==> config.mk <==
export PLATFORM = sky130hd
export DESIGN_NAME = mem_arbiter
export DESIGN_NICKNAME = d
export VERILOG_FILES = /design/src/rtl/mem_arb_pkg.sv /design/src/rtl/mem_arb_watchdog.sv /design/src/rtl/mem_arbiter.sv
export SDC_FILE = /design/constraint.sdc
export NUM_CORES = 1
export LEC_CHECK = 0
export BUFFER_PORTS_ARGS = -buffer_cell sky130_fd_sc_hd__buf_4
export CAP_MARGIN = 15
export CORE_MARGIN = 4
export CORE_UTILIZATION = 47
export DETAILED_ROUTE_END_ITERATION = 10
export PLACE_DENSITY = 0.81
export SLEW_MARGIN = 10
export SYNTH_ARGS = -nofsm -noshare
export SYNTH_HDL_FRONTEND = slang
export SYNTH_SLANG_ARGS = --single-unit
export TNS_END_PERCENT = 5
==> constraint.sdc <==
create_clock -name i_clk -period 3.3 [get_ports i_clk]
set_clock_uncertainty 0.05 [all_clocks]
set_input_delay 0.165 -clock i_clk [delete_from_list [all_inputs] [get_ports i_clk]]
set_output_delay 0.165 -clock i_clk [all_outputs]
set_load 0.02 [all_outputs]
==> src/rtl/mem_arb_pkg.sv <==
// Shared types and sizing helpers for the memory-port arbiter.
// ARB_ROUND_ROBIN_EN (used by mem_arbiter) switches tie-breaking to round robin.
package mem_arb_pkg;

  typedef enum logic [1:0] {
    IDLE,
    START,
    BUSY,
    RELEASE
  } state_t;

  typedef enum logic [1:0] {
    OWN_NONE,
    OWN_ICACHE,
    OWN_DCACHE
  } owner_t;

  localparam int unsigned TIMEOUT_CYCLES_DEFAULT = 1024;

  // Counter must be able to hold the limit itself, so size for timeout + 1 values.
  function automatic int unsigned wd_width(input int unsigned timeout);
    return (timeout < 1) ? 1 : $clog2(timeout + 1);
  endfunction

  localparam int unsigned WD_CNT_W = wd_width(TIMEOUT_CYCLES_DEFAULT);

endpackage

==> src/rtl/mem_arb_watchdog.sv <==
// Busy-cycle watchdog: counts while enabled, raises a sticky error at the limit.
// A limit of 0 removes the counter entirely and ties the error low.
module mem_arb_watchdog
  import mem_arb_pkg::*;
#(
  parameter int unsigned TIMEOUT_CYCLES = TIMEOUT_CYCLES_DEFAULT,
  parameter int unsigned CNT_W          = WD_CNT_W
) (
  input  logic i_clk,
  input  logic i_arst,
  input  logic i_clear,
  input  logic i_count_en,
  output logic o_err
);

  generate
    if (TIMEOUT_CYCLES == 0) begin : g_off
      logic unused_wd;
      assign unused_wd = ^{i_clk, i_arst, i_clear, i_count_en};
      assign o_err     = 1'b0;
    end else begin : g_on
      localparam logic [CNT_W-1:0] Limit = CNT_W'(TIMEOUT_CYCLES);

      logic [CNT_W-1:0] cnt_q, cnt_d;
      logic             err_q;

      // NOTE: every signal assigned in always_comb gets a default first, otherwise a latch is inferred.
      always_comb begin
        cnt_d = cnt_q;
        if (i_clear) begin
          cnt_d = '0;
        end else if (i_count_en && (cnt_q != Limit)) begin
          cnt_d = cnt_q + 1'b1;
        end
      end

      // NOTE: sequential state uses non-blocking assignments so all flops update from pre-edge values.
      always_ff @(posedge i_clk or posedge i_arst) begin
        if (i_arst) begin
          cnt_q <= '0;
          err_q <= 1'b0;
        end else begin
          cnt_q <= cnt_d;
          if (cnt_d == Limit) begin
            err_q <= 1'b1;
          end
        end
      end

      assign o_err = err_q;
    end
  endgenerate

endmodule

==> src/rtl/mem_arbiter.sv <==
// Serialises I-cache refills and D-cache refills/write-backs onto one AXI port.
// Define ARB_ROUND_ROBIN_EN for round-robin tie-breaking; default is fixed D-over-I priority.
module mem_arbiter
  import mem_arb_pkg::*;
#(
  parameter int unsigned ADDR_W         = 64,
  parameter int unsigned TIMEOUT_CYCLES = TIMEOUT_CYCLES_DEFAULT
) (
  input  logic              i_clk,
  input  logic              i_arst,
  input  logic              i_icache_req,
  input  logic [ADDR_W-1:0] i_icache_addr,
  input  logic              i_dcache_req,
  input  logic              i_dcache_we,
  input  logic [ADDR_W-1:0] i_dcache_addr,
  input  logic              i_axi_read_done,
  input  logic              i_axi_write_done,
  output logic              o_axi_read_start,
  output logic              o_axi_write_start,
  output logic [ADDR_W-1:0] o_axi_addr,
  output logic              o_icache_done,
  output logic              o_dcache_done,
  output logic              o_icache_grant,
  output logic              o_dcache_grant,
  output logic              o_timeout_err
);

  state_t            state_q;
  owner_t            owner_q;
  logic              we_q;
  logic [ADDR_W-1:0] addr_q;
  logic              read_start_q, write_start_q;
  logic              icache_done_q, dcache_done_q;

  owner_t            winner, tie_winner;
  logic              win_we;
  logic              done_match;

`ifdef ARB_ROUND_ROBIN_EN
  owner_t last_q;

  always_ff @(posedge i_clk or posedge i_arst) begin
    if (i_arst) begin
      last_q <= OWN_ICACHE;
    end else if (state_q == START) begin
      last_q <= owner_q;
    end
  end

  assign tie_winner = (last_q == OWN_DCACHE) ? OWN_ICACHE : OWN_DCACHE;
`else
  assign tie_winner = OWN_DCACHE;
`endif

  always_comb begin
    winner = OWN_NONE;
    if (i_icache_req && i_dcache_req) begin
      winner = tie_winner;
    end else if (i_dcache_req) begin
      winner = OWN_DCACHE;
    end else if (i_icache_req) begin
      winner = OWN_ICACHE;
    end
  end

  assign win_we     = (winner == OWN_DCACHE) && i_dcache_we;
  // Only the done matching the latched direction may end the grant.
  assign done_match = we_q ? i_axi_write_done : i_axi_read_done;

  always_ff @(posedge i_clk or posedge i_arst) begin
    if (i_arst) begin
      state_q       <= IDLE;
      owner_q       <= OWN_NONE;
      we_q          <= 1'b0;
      addr_q        <= '0;
      read_start_q  <= 1'b0;
      write_start_q <= 1'b0;
      icache_done_q <= 1'b0;
      dcache_done_q <= 1'b0;
    end else begin
      read_start_q  <= 1'b0;
      write_start_q <= 1'b0;
      icache_done_q <= 1'b0;
      dcache_done_q <= 1'b0;
      case (state_q)
        IDLE: begin
          if (winner != OWN_NONE) begin
            owner_q       <= winner;
            we_q          <= win_we;
            addr_q        <= (winner == OWN_DCACHE) ? i_dcache_addr : i_icache_addr;
            read_start_q  <= !win_we;
            write_start_q <= win_we;
            state_q       <= START;
          end
        end
        START, BUSY: begin
          if (done_match) begin
            icache_done_q <= (owner_q == OWN_ICACHE);
            dcache_done_q <= (owner_q == OWN_DCACHE);
            state_q       <= RELEASE;
          end else begin
            state_q <= BUSY;
          end
        end
        RELEASE: begin
          owner_q <= OWN_NONE;
          we_q    <= 1'b0;
          addr_q  <= '0;
          state_q <= IDLE;
        end
        default: state_q <= IDLE;
      endcase
    end
  end

  mem_arb_watchdog #(
    .TIMEOUT_CYCLES (TIMEOUT_CYCLES),
    .CNT_W          (wd_width(TIMEOUT_CYCLES))
  ) u_watchdog (
    .i_clk      (i_clk),
    .i_arst     (i_arst),
    .i_clear    (state_q == START),
    .i_count_en (state_q == BUSY),
    .o_err      (o_timeout_err)
  );

  assign o_axi_read_start  = read_start_q;
  assign o_axi_write_start = write_start_q;
  assign o_axi_addr        = addr_q;
  assign o_icache_done     = icache_done_q;
  assign o_dcache_done     = dcache_done_q;
  assign o_icache_grant    = (owner_q == OWN_ICACHE);
  assign o_dcache_grant    = (owner_q == OWN_DCACHE);

endmodule

==> impl_metrics.csv <==
group,metric,value,unit
outcome,status,"finished, final reports clean",
timing,max-slew-margin-rel,54.90,%
timing,rsz0062_at_grt,"no",
cts,root_buffer,"clkbuf_8",
synthesis,syn_area_per_cell,10.59,um^2
finish,n_antenna_cell,0,
power,power.density,826.0,mW/mm^2
synthesis,synthTopCellsByCount,"dfrtp_1 (85), nand2_1 (73), mux2i_1 (67)",
power,ir_worst_vdd,403.4,uV
synthesis,synthCells,405,
timing,setup_viol,0,
placed_design,gp_congestion,0.8488,
die,core,0.008806,mm^2
routing,wl_per_cell,16.22,um
setup_path,crit_arrival,2.46,ns
routing,drtPass1Iterations,5,
routing,antenna_left,0,
synthesis,synthArstFlopShare,100.0,%
cts,cts.sinks,85,
power,leakagePower,3.123,nW
synthesis,syn-cell-area,0.004288,mm^2
synthesis,yosys_most_used_dff,"dfrtp_1",
setup_path,criticalPathCategory,"flop to flop",
cts,ctsResizeCount,0,
die,start_util,48.69,%
synthesis,synth_edf_count,0,
setup_path,cp-end-kind,"flop",
synthesis,seq_area_frac_synth,49.61,%
setup_path,required,3.44,ns
global_route,grt_pass1_wl,18740,um
die,rows,34,
run,maxCapViolCount,0,
global_route,gr-usage-all-layers,21.04,%
finish,area_growth,42.19,%
finish,fillerInstances,668,
timing,fmax,431.8,MHz
synthesis,synth_top_area_share,49.61,%
finish,stdcell_count,709,
timing,period_needed,2.316,ns
die,io_pins,206,
timing,fin_crit_sh,70.19,%
synthesis,synth_top_cell_by_area,"dfrtp_1",
worst_hold_path,hp-class,"input port to flop",
timing,tightest_slew,0.6765,ns
global_route,overflow,0,
routing,vias,3759,
die,die_area,0.01072,mm^2
cts,htreeDepth,3,
timing,worst_slack,0.9839,ns
global_route,grt_max_degree,68,
cts,clk_latency,0.34,ns
routing,first_iter_violations,133,
finish,drive_above_1_share,39.77,%
routing,routed_wl,11500,um
finish,num-nets-final,737,
cts,tritoncts,"built",
cts,hold_buffers,1,
synthesis,synth_warnings,0,
cts,post-cts-setup-buffers,0,
placed_design,place_hpwl,8629,um
die,die_w,103.5,um
setup_path,cp_max_fo,50,
synthesis,synthMostInstantiatedCell,"dfrtp_1",
placed_design,io_buffers,205,
placed_design,dp_cells,690,
die,fp.dieH,103.5,um
synthesis,synth_nets,546,
routing,drc,0,
global_route,antenna_found_initial,0,
setup_path,start_kind,"flop",
cts,numCtsBuffers,9,
timing,slew_viol_final,0,
timing,hold_viol,0,
synthesis,ys_ff_latch,85,
cts,clk_pin_slew,0.08,ns
timing,finalSetupTns,0,ns
placed_design,dp_slack,1.028,ns
cts,clk_path_buf_depth,2,
finish,post-route-util,69.24,%
synthesis,ys_top_cells_by_area,"dfrtp_1 (50%), mux2i_1 (16%), o31ai_1 (11%)",
routing,vias_per_cell,5.302,
global_route,first_global_vias,3922,
synthesis,ys_types,39,
-- worst max-delay path: stages (launching register included) --
cell     delay [ns]
dfrtp_1        0.42
inv_1          0.09
ha_1           0.21
inv_1          0.14
nor3_2         0.33
a21o_4         0.46
buf_4          0.33
o31ai_1        0.11
-- registers in the layout, indices dropped and copies added (netlist names) --
signal	cells
o_axi_read_start	1
o_icache_done	1
o_axi_write_start	1
we_q	1
o_axi_addr	64
o_dcache_done	1
u_watchdog.g_on.cnt_q	11
owner_q	2
u_watchdog.o_err	1
state_q	2
-- power breakdown --
group	switching, mW	total, mW	internal [mW]
Clock	0.369	0.715	0.346
Combinational	1.57	2.63	1.06
Sequential	0.235	1.69	1.45
-- cell families (layout without fill, tap and decap cells) --
group / Yosys count / in the layout / share of synthesized area (%)
AO/OA/AOI/OAI: 80 / 80 / 13.69
XOR/XNOR: 11 / 11 / 2.247
adder cells (fa/ha/maj): 6 / 6 / 1.751
buffers and inverters: 41 / 237 / 4.348
flip-flops: 85 / 85 / 49.61
multiplexers: 69 / 69 / 16.17
AND/OR/NAND/NOR: 113 / 113 / 12.20
-- metal layers --
metal	vias up	global-route usage (%)	routed length, um
met1	1790	25.12	4504
li1	1819	-	-
met2	138	38.50	6196
met5	-	0	0
met3	12	4.291	662
met4	0	5.793	136
-- layout by cell type (no fill, tap or decap), types with 4 or more instances in the layout --
master    Yosys  routed
clkbuf_8      0       9
xnor2_1       5       5
buf_4         2     209
clkinv_2      0       5
xor2_1        6       6
nor2_1       14      14
nor2b_1       4       4
ha_1          6       5
o21ai_0       4       4
mux2i_1      67      67
dfrtp_1      85      85
o31ai_1      64      64
nand2_1      73      73
inv_1         8       7
-- path summary, 6_finish.rpt --
kind,start,endpoint,slack [ns],depth (start not counted)
max,state_q[0],o_axi_addr[39],0.98,7
min,i_icache_req,we_q,0.07,3
max reg2reg,state_q[0],o_axi_addr[39],0.98,7
min reg2reg,o_axi_addr[41],o_axi_addr[41],0.43,2
max in group asynchronous,i_arst,u_watchdog.g_on.cnt_q[9],1.98,5
min in group asynchronous,i_arst,o_axi_addr[31],0.29,3
-- area by class of cell --
class / instances / area (um^2) / area share (%)
Tap cell: 108 / 135.1 / 2.216
Multi-Input combinational cell: 279 / 1984 / 32.55
Timing Repair Buffer: 213 / 1629 / 26.72
Sequential cell: 85 / 2127 / 34.89
Clock buffer: 9 / 123.9 / 2.032
Inverter: 8 / 31.28 / 0.5130
Clock inverter: 7 / 66.31 / 1.088
-- stage by stage --
stage	power [mW]	area [um^2]	hold WS (ns)
2_1_floorplan	3.352	4288	0.2095
3_3_place_gp	4.272	5867	0.3128
3_5_place_dp	4.365	5867	0.3263
4_1_cts	5.082	6067	0.007845
5_1_grt	5.371	6097	0.08476
6_report	5.036	6097	0.07492
Power figures use the tool's default switching activity.
